$ cat config.mk
export PLATFORM = sky130hd
export DESIGN_NAME = pipe_stage_skid
export DESIGN_NICKNAME = d
export VERILOG_FILES = /design/src/rtl/pipe_pkg.sv /design/src/rtl/sat_counter.sv /design/src/rtl/pipe_stage_skid.sv
export SDC_FILE = /design/constraint.sdc
export NUM_CORES = 1
export LEC_CHECK = 0
export ABC_CLOCK_PERIOD_IN_PS = 15900
export CELL_PAD_IN_SITES_DETAIL_PLACEMENT = 1
export CELL_PAD_IN_SITES_GLOBAL_PLACEMENT = 2
export CORE_MARGIN = 1.5
export CORE_UTILIZATION = 35
export DETAILED_ROUTE_END_ITERATION = 7
export PLACE_DENSITY_LB_ADDON = 0.1
export SETUP_SLACK_MARGIN = 0.2
export SLEW_MARGIN = 20
export SYNTH_ARGS = -nofsm -noshare
export SYNTH_HDL_FRONTEND = slang
export SYNTH_SLANG_ARGS = --single-unit
$ cat constraint.sdc
create_clock -name clk -period 15.9 [get_ports clk]
set_input_delay 1.59 -clock clk [delete_from_list [all_inputs] [get_ports clk]]
set_output_delay 1.59 -clock clk [all_outputs]
set_load 0.005 [all_outputs]
$ cat src/rtl/pipe_pkg.sv
// Definitions shared by every generic pipeline stage register: occupancy
// encoding, default bubble control word and control-vector field positions.
package pipe_pkg;

    typedef enum logic [1:0] {
        ST_EMPTY = 2'd0,
        ST_ONE   = 2'd1,
        ST_TWO   = 2'd2
    } stage_state_e;

    localparam int unsigned CTRL_W_DEFAULT = 8;
    localparam logic [CTRL_W_DEFAULT-1:0] BUBBLE_CTRL_DEFAULT = 8'h00;

    // Bit positions inside the control vector, so every stage packs and
    // unpacks in_ctrl the same way.
    localparam int unsigned CTRL_REG_WE     = 0;
    localparam int unsigned CTRL_MEM_WE     = 1;
    localparam int unsigned CTRL_MEM_RE     = 2;
    localparam int unsigned CTRL_JUMP       = 3;
    localparam int unsigned CTRL_BRANCH     = 4;
    localparam int unsigned CTRL_ALU_SRC    = 5;
    localparam int unsigned CTRL_MEM_TO_REG = 6;
    localparam int unsigned CTRL_HALT       = 7;

endpackage

$ cat src/rtl/sat_counter.sv
// Saturating up-counter: counts enabled cycles and sticks at all-ones.
module sat_counter #(
    parameter int unsigned CNT_W = 16
) (
    input  logic             clk,
    input  logic             reset,
    input  logic             inc,
    output logic [CNT_W-1:0] count
);

    always_ff @(posedge clk or posedge reset) begin
        if (reset) begin
            count <= '0;
        end else if (inc && (count != {CNT_W{1'b1}})) begin
            count <= count + CNT_W'(1);
        end
    end

endmodule

$ cat src/rtl/pipe_stage_skid.sv
// Generic pipeline stage register with ready/valid handshake, synchronous
// flush, bubble control word, optional two-entry skid buffer and statistics.
import pipe_pkg::*;

module pipe_stage_skid #(
    parameter int unsigned       DATA_W      = 96,
    parameter int unsigned       CTRL_W      = CTRL_W_DEFAULT,
    parameter logic [CTRL_W-1:0] BUBBLE_CTRL = CTRL_W'(BUBBLE_CTRL_DEFAULT),
    parameter int unsigned       SKID        = 1,
    parameter int unsigned       CNT_W       = 16
) (
    input  logic              clk,
    input  logic              reset,
    input  logic              flush,
    input  logic              in_valid,
    output logic              in_ready,
    input  logic [DATA_W-1:0] in_data,
    input  logic [CTRL_W-1:0] in_ctrl,
    output logic              out_valid,
    input  logic              out_ready,
    output logic [DATA_W-1:0] out_data,
    output logic [CTRL_W-1:0] out_ctrl,
    output logic [CNT_W-1:0]  stall_cnt,
    output logic [CNT_W-1:0]  flush_cnt,
    output logic [1:0]        dbg_state
);

    // Handshake: an entry moves on a clock edge where valid and ready are both
    // high; valid never depends on ready, and a held entry stays stable until taken.
    stage_state_e      state_q, state_d;
    logic [DATA_W-1:0] main_data_q, main_data_d;
    logic [CTRL_W-1:0] main_ctrl_q, main_ctrl_d;
    logic [DATA_W-1:0] skid_data_q, skid_data_d;
    logic [CTRL_W-1:0] skid_ctrl_q, skid_ctrl_d;
    logic              push;
    logic              pop;

    assign out_valid = (state_q != ST_EMPTY);
    assign out_data  = main_data_q;
    assign out_ctrl  = main_ctrl_q;
    assign dbg_state = state_q;

    // With the skid entry present, in_ready comes only from state flops.
    generate
        if (SKID != 0) begin : g_skid
            assign in_ready = (state_q != ST_TWO);
        end else begin : g_single
            assign in_ready = ~out_valid | out_ready;
        end
    endgenerate

    assign push = in_valid & in_ready;
    assign pop  = out_valid & out_ready;

    always_comb begin
        state_d     = state_q;
        main_data_d = main_data_q;
        main_ctrl_d = main_ctrl_q;
        skid_data_d = skid_data_q;
        skid_ctrl_d = skid_ctrl_q;
        if (flush) begin
            state_d     = ST_EMPTY;
            main_data_d = '0;
            main_ctrl_d = BUBBLE_CTRL;
            skid_data_d = '0;
            skid_ctrl_d = '0;
        end else begin
            case (state_q)
                ST_EMPTY: begin
                    if (push) begin
                        state_d     = ST_ONE;
                        main_data_d = in_data;
                        main_ctrl_d = in_ctrl;
                    end
                end
                ST_ONE: begin
                    if (push && pop) begin
                        main_data_d = in_data;
                        main_ctrl_d = in_ctrl;
                    end else if (push && (SKID != 0)) begin
                        state_d     = ST_TWO;
                        skid_data_d = in_data;
                        skid_ctrl_d = in_ctrl;
                    end else if (pop) begin
                        state_d     = ST_EMPTY;
                        main_data_d = '0;
                        main_ctrl_d = BUBBLE_CTRL;
                    end
                end
                ST_TWO: begin
                    if (pop) begin
                        state_d     = ST_ONE;
                        main_data_d = skid_data_q;
                        main_ctrl_d = skid_ctrl_q;
                        skid_data_d = '0;
                        skid_ctrl_d = '0;
                    end
                end
                default: begin
                    state_d     = ST_EMPTY;
                    main_data_d = '0;
                    main_ctrl_d = BUBBLE_CTRL;
                    skid_data_d = '0;
                    skid_ctrl_d = '0;
                end
            endcase
        end
    end

    always_ff @(posedge clk or posedge reset) begin
        if (reset) begin
            state_q     <= ST_EMPTY;
            main_data_q <= '0;
            main_ctrl_q <= BUBBLE_CTRL;
            skid_data_q <= '0;
            skid_ctrl_q <= '0;
        end else begin
            state_q     <= state_d;
            main_data_q <= main_data_d;
            main_ctrl_q <= main_ctrl_d;
            skid_data_q <= skid_data_d;
            skid_ctrl_q <= skid_ctrl_d;
        end
    end

    sat_counter #(
        .CNT_W (CNT_W)
    ) u_stall_cnt (
        .clk   (clk),
        .reset (reset),
        .inc   (out_valid & ~out_ready & ~flush),
        .count (stall_cnt)
    );

    sat_counter #(
        .CNT_W (CNT_W)
    ) u_flush_cnt (
        .clk   (clk),
        .reset (reset),
        .inc   (flush),
        .count (flush_cnt)
    );

endmodule

==> results of run 1 <==
cells in the mapped netlist, drive strengths merged (3+ instances only):
cell type,count,share of area
nor3,8,0.0036
nor2b,5,0.0031
a21oi,8,0.0040
a22oi,104,0.071
nor2,19,0.0069
mux2i,106,0.096
nand2,119,0.040
o2bb2ai,105,0.088
dfrtp,242,0.55
xnor2,7,0.0055
nand3,12,0.0059
mux2,4,0.0041
xor2,14,0.011
nand2b,3,0.0019
nand4,8,0.0065
and4,4,0.0034
buf,65,0.036
inv,109,0.037
clkbuf,11,0.0037
and3,6,0.0034
report_power, final:
group          internal [W]  total [W]  switching, W
registers          0.000664   0.000712     0.0000481
clock network      0.000410   0.000671      0.000261
logic              0.000133   0.000257      0.000124
layout make-up:
type                    count  share of cell area
flip-flops and latches    242               0.412
multi-input cells         556               0.285
repair buffers            258               0.174
clock buffers              41              0.0539
well taps                 396              0.0337
inverters                 109              0.0284
clock inverters            13              0.0117
diodes                      3            0.000511
state kept, by name, indices dropped and copies added, names as in the netlist:
register,cells
u_stall_cnt.count,16
out_data,96
skid_data_q,96
skid_ctrl_q,8
u_flush_cnt.count,16
out_ctrl,8
dbg_state,2
kinds of logic (layout without fill, tap and decap cells):
| group | after synthesis | after routing | synth area share |
|---|---|---|---|
| xor gates and xnor gates | 21 | 21 | 0.0166 |
| buffers and inverters | 185 | 421 | 0.0771 |
| DFF | 242 | 242 | 0.548 |
| AOI/OAI and AO/OA | 230 | 230 | 0.172 |
| and+or+nand+nor | 193 | 193 | 0.0841 |
| other | 0 | 3 | 0 |
| muxes | 110 | 110 | 0.100 |
| adders and majority gates | 2 | 2 | 0.00226 |
worst reg2reg max path, stage by stage (launching register included):
cell and delay, ns:
dfrtp_1 0.56, mux2i_1 0.32, mux2i_1 0.15, nor2_4 0.48, buf_4 0.57, buf_4 0.67, o2bb2ai_1 0.21
through the flow:
| stage | utilization | hold WS (ns) | cell area (um^2) | total power, W |
|---|---|---|---|---|
| after detailed placement | 0.445 | 0.472 | 13700 | 0.000983 |
| after CTS | 0.476 | 0.491 | 14700 | 0.00167 |
| after global placement | 0.445 | 0.470 | 13700 | 0.000980 |
| after global routing | 0.476 | 0.499 | 14700 | 0.00172 |
| after floorplan | - | 0.479 | 11100 | 0.000835 |
| final | 0.476 | 0.487 | 14700 | 0.00164 |
final timing paths:
path	cells past startpoint	slack, ns	endpoint
max in group asynchronous	3	12.74	skid_ctrl_q[2]$_DFFE_PP0P_
worst min register to register	1	0.49	out_data[74]$_DFFE_PP0P_
min in group asynchronous	2	1.60	out_data[38]$_DFFE_PP0P_
worst max register to register	6	12.83	out_data[31]$_DFFE_PP0P_
worst min-delay path	1	0.49	out_data[74]$_DFFE_PP0P_
worst max-delay path	7	11.74	skid_data_q[56]$_DFFE_PP0P_
layout by cell type, fill, tap and decap left out, types with 8 or more instances in the layout:
master	count
clkdlybuf4s50_1	248
xor2_1	14
nor2_1	17
clkbuf_1	10
nand3_1	11
o2bb2ai_2	8
nand2_1	119
clkbuf_16	29
buf_4	10
a22oi_1	104
inv_1	108
dfrtp_1	242
o2bb2ai_1	97
mux2i_1	106
nor3_1	8
layer usage:
metal | vias up | part of all wire
li1 | 3894 | -
met1 | 4251 | 0.46
met2 | 190 | 0.47
met3 | 36 | 0.047
met4 | 0 | 0.017
met5 | - | 0
==> flow_summary.ini, run 1 <==
[sta]
worst_slew_pin_slew_ns = 1.07
period_minus_slack_ns = 4.16
drv_slew = 0
slew_headroom = 0.285
fin_setup_tns_ns = 0
rsz0062_at_grt = false
fmax_mhz = 241
setup_viol = 0
finalWorstSetupSlack_ns = 11.74
hold_viol = 0
period_share = 0.261
fin_skew_ns = 0.0138

[cts]
cts_setup_buffers = 0
path_clk_slew_ns = 0.06
cts_resized = 0
cts_buffers = 29
clock-root-buffer = clkbuf_16
cts_tree = done
clock_path_buffers = 3
clock_latency_ns = 0.54
clock_sinks = 242
cts_hold_repair.buffers = 0
cts_htree_levels = 1

[layout]
nFillCells = 3289
multi_input_area_mm2 = 0.00419
finalNonFillerCells = 1618
final_net_count = 1307
register_area_mm2 = 0.00606
synthToLayoutAreaGrowth_pct = 32.8
layout-drive-gt1-share = 0.0664

[grt]
grt_pass1_vias = 9025
use_met1 = 0.277
track_usage = 0.198
antenna_found_initial = 2
grt_start_max_net_pins = 119
grt.met2_usage = 0.321
grt_busiest_layer = met2
grt_util_met3 = 0.0355
grt_pass1_wl_mm = 52.0
overflow = 0

[routing]
drt-total-wl_mm = 32.2
drc = 0
routed-via-count = 8371
initialDrtViolationCount = 431
wl_per_cell_um = 19.9
vias_per_cell = 5.17
first_pass_iters = 4
antenna_left = 0

[die]
core_mm2 = 0.0308
io-pin-count = 249
dieArea_mm2 = 0.0327
rows = 64
die_h_um = 181
start_util = 0.359
die_w_um = 181

[critical_path]
path_delay_family = buffers and inverters
crit_type = input pin to flop
endpoint_kind = flop
critPathMaxFanout = 56
critPathBufInv = 3
crit_required_ns = 16.36
r2r-start = dbg_state[1]$_DFFE_PP0P_
path_common_cell = buf_4
cp.arrival_ns = 4.61
startpoint = out_ready
start_kind = input pin
crit_path_top_delay_cell = buf_4
crit_chain = clkdlybuf4s50_1 -> nor2b_1 -> o22a_1 -> nor2_4 -> buf_4 -> buf_4 -> mux2i_1
cpPeakStageDelay_ns = 0.89

[yosys]
ys.flop_type = dfrtp_1
syn_area_mm2 = 0.0111
synthCells = 983
synth_edf_count = 0
syn_nets = 1094
synth.distinct_cells = 50
yosysSeqAreaShare = 0.548
ys_async_sr_fraction = 1.00
yosysWarnings = 0
ys_ff_latch = 242
syn_avg_cell_area_um2 = 11.2

[job]
maxCapViolations = 0

[power_and_ir_drop]
powerDensity_mw_per_mm2 = 112
ir_drop_uv = 78.9
power_leakage_nw = 6.40

[status]
status = finished, final reports clean

[placement]
post-place-ws_ns = 11.16
dpl.hpwl_mm = 19.6
placedCellCount = 1561
gp_congestion = 0.729
io_buffer_count = 248

[min_path]
min_path_type = flop to flop
holdCritStartpoint = out_data[74]$_DFFE_PP0P_
Note: power is estimated with default switching activity, not from simulation.
==> inputs of run 2 (changes only) <==
--- a/config.mk
+++ b/config.mk
@@ -5,11 +5,11 @@
 export SDC_FILE = /design/constraint.sdc
 export NUM_CORES = 1
 export LEC_CHECK = 0
-export ABC_CLOCK_PERIOD_IN_PS = 15900
+export ABC_CLOCK_PERIOD_IN_PS = 4240
 export CELL_PAD_IN_SITES_DETAIL_PLACEMENT = 1
 export CELL_PAD_IN_SITES_GLOBAL_PLACEMENT = 2
 export CORE_MARGIN = 1.5
-export CORE_UTILIZATION = 35
+export CORE_UTILIZATION = 32
 export DETAILED_ROUTE_END_ITERATION = 7
 export PLACE_DENSITY_LB_ADDON = 0.1
 export SETUP_SLACK_MARGIN = 0.2
==> constraint.sdc (replaced) <==
create_clock -name clk -period 4.24 [get_ports clk]
set_input_delay 0.424 -clock clk [delete_from_list [all_inputs] [get_ports clk]]
set_output_delay 0.424 -clock clk [all_outputs]
set_load 0.005 [all_outputs]
==> run 2 against run 1 <==
Effect of this change: clock power rose to 3.7 times the previous value; hold slack worse by 0.18 ns; utilization down 3.7 points; largest cell class unchanged.
==> flow_summary.ini, run 2 (same netlist as run 1, synthesis figures left out) <==
[cts]
clock-root-buffer = clkbuf_16
clock_latency_ns = 0.55
path_clk_slew_ns = 0.06
cts_buffers = 30
cts_setup_buffers = 0
cts_htree_levels = 1
clock_sinks = 242
cts_tree = done
cts_resized = 0
cts_hold_repair.buffers = 0
clock_path_buffers = 3

[sta]
fin_skew_ns = 0.00861
worst_slew_pin_slew_ns = 0.829
finalWorstSetupSlack_ns = 1.66
fmax_mhz = 388
fin_setup_tns_ns = 0
hold_slack_ns = 0.303
slew_headroom = 0.448
drv_slew = 0
rsz0062_at_grt = false
period_share = 0.609
period_minus_slack_ns = 2.58
hold_viol = 0
setup_viol = 0

[layout]
insertedDiodeCount = 0
final_cell_mix = 248 x clkdlybuf4s50_1, 242 x dfrtp_1, 119 x nand2_1
synthToLayoutAreaGrowth_pct = 34.1
fin_area_mm2 = 0.0148
final_net_count = 1311
layout-drive-gt1-share = 0.0649
layout_commonest_cell = clkdlybuf4s50_1

[routing]
drc = 0
routed-via-count = 8384
initialDrtViolationCount = 396
vias_per_cell = 5.04
drt-total-wl_mm = 33.2
first_pass_iters = 4
antenna_left = 0
wl_per_cell_um = 20.0

[die]
core_mm2 = 0.0338
die_h_um = 189
rows = 67
die_w_um = 189
dieArea_mm2 = 0.0357
start_util = 0.327
io-pin-count = 249

[critical_path]
critPathMaxFanout = 10
endpoint_kind = primary output
cpPeakStageDelay_ns = 0.61
crit_type = flop to primary output
crit_chain = or2_0 -> clkdlybuf4s50_1
crit_path_top_delay_cell = dfrtp_1
start_kind = flop
cp.arrival_ns = 2.16
rr_worst_depth = 5
crit_required_ns = 3.82
critPathBufInv = 1
cp.depth = 2
path_delay_family = flip-flops

[power_and_ir_drop]
p_int_w = 0.00450
swShare = 0.266
power.total_w = 0.00613
p_seq_frac = 0.435
switching_power_w = 0.00163
ir_drop_uv = 298
power_leakage_nw = 6.42
combinationalPowerShare = 0.160
powerDensity_mw_per_mm2 = 414
power_frac_clock = 0.405

[grt]
grt_util_met3 = 0.0424
use_met1 = 0.265
antenna_found_initial = 2
grt_pass1_wl_mm = 53.2
grt.met2_usage = 0.294
overflow = 0
grt_pass1_vias = 9070
grt_busiest_layer = met2
track_usage = 0.187
grt_start_max_net_pins = 105

[job]
maxCapViolations = 0

[placement]
gp_congestion = 0.744
placed_cell_area_mm2 = 0.0139
io_buffer_count = 248
post-place-ws_ns = 1.48
dpl.hpwl_mm = 19.7

[min_path]
min_path_type = input pin to asynchronous set/reset pin

[status]
status = finished, final reports clean
[run 2: cell types whose count changed in the layout (fill, tap and decap cells not counted)]
cell / previous run / this run
clkbuf_8: 2 / 7
buf_4: 10 / 6
inv_6: 1 / 0
bufinv_16: 4 / 1
diode_2: 3 / 0
inv_8: 1 / 0
clkbuf_16: 29 / 31
buf_12: 0 / 7
clkinv_2: 7 / 0
[run 2: area by class of cell]
class                   instances  area (um^2)
fillers                      3620        19000
inverters                     109          413
clock inverters                 1         30.0
clock buffers                  48          910
flip-flops and latches        242         6060
multi-input cells             556         4190
well taps                     448          561
repair buffers                261         2670
[run 2: worst register-to-register path, delay by kind of cell, from the launching register on]
family / cells / cell delay (ns)
compound gates: 2 / 0.31
buf+inv: 1 / 0.39
flops: 1 / 0.58
mux: 1 / 0.33
simple gates: 1 / 0.57
[run 2: power by group through the flow]
stage | combinational, W | sequential (W) | clock, W
CTS | 0.00100 | 0.00267 | 0.00256
global placement | 0.000985 | 0.00270 | 0
detailed placement | 0.000996 | 0.00270 | 0
floorplan | 0.000464 | 0.00267 | 0
finish | 0.000980 | 0.00267 | 0.00248
global route | 0.00108 | 0.00270 | 0.00265
[run 2: per-stage QoR]
| step | util | cells |
|---|---|---|
| after floorplan | - | 983 |
| after global routing | 0.439 | 1665 |
| after CTS | 0.439 | 1665 |
| final | 0.439 | 1665 |
| after global placement | 0.411 | 1616 |
| after detailed placement | 0.411 | 1616 |
[run 2: worst paths after layout]
path / from / slack, ns / to
hold reg to reg: out_data[34]$_DFFE_PP0P_ / 0.49 / out_data[34]$_DFFE_PP0P_
max in group asynchronous: reset / 3.01 / skid_data_q[22]$_DFFE_PP0P_
setup / recovery: dbg_state[0]$_DFFE_PP0P_ / 1.66 / out_valid
hold / removal: reset / 0.30 / out_data[35]$_DFFE_PP0P_
setup reg to reg: dbg_state[1]$_DFFE_PP0P_ / 1.93 / out_data[37]$_DFFE_PP0P_
min in group clk: in_data[88] / 0.45 / skid_data_q[88]$_DFFE_PP0P_
[run 2: layer usage]
layer | wire length (um) | share of wire
met5 | 26 | 0.00078
met2 | 15300 | 0.46
met1 | 15500 | 0.47
met3 | 1770 | 0.053
met4 | 609 | 0.018
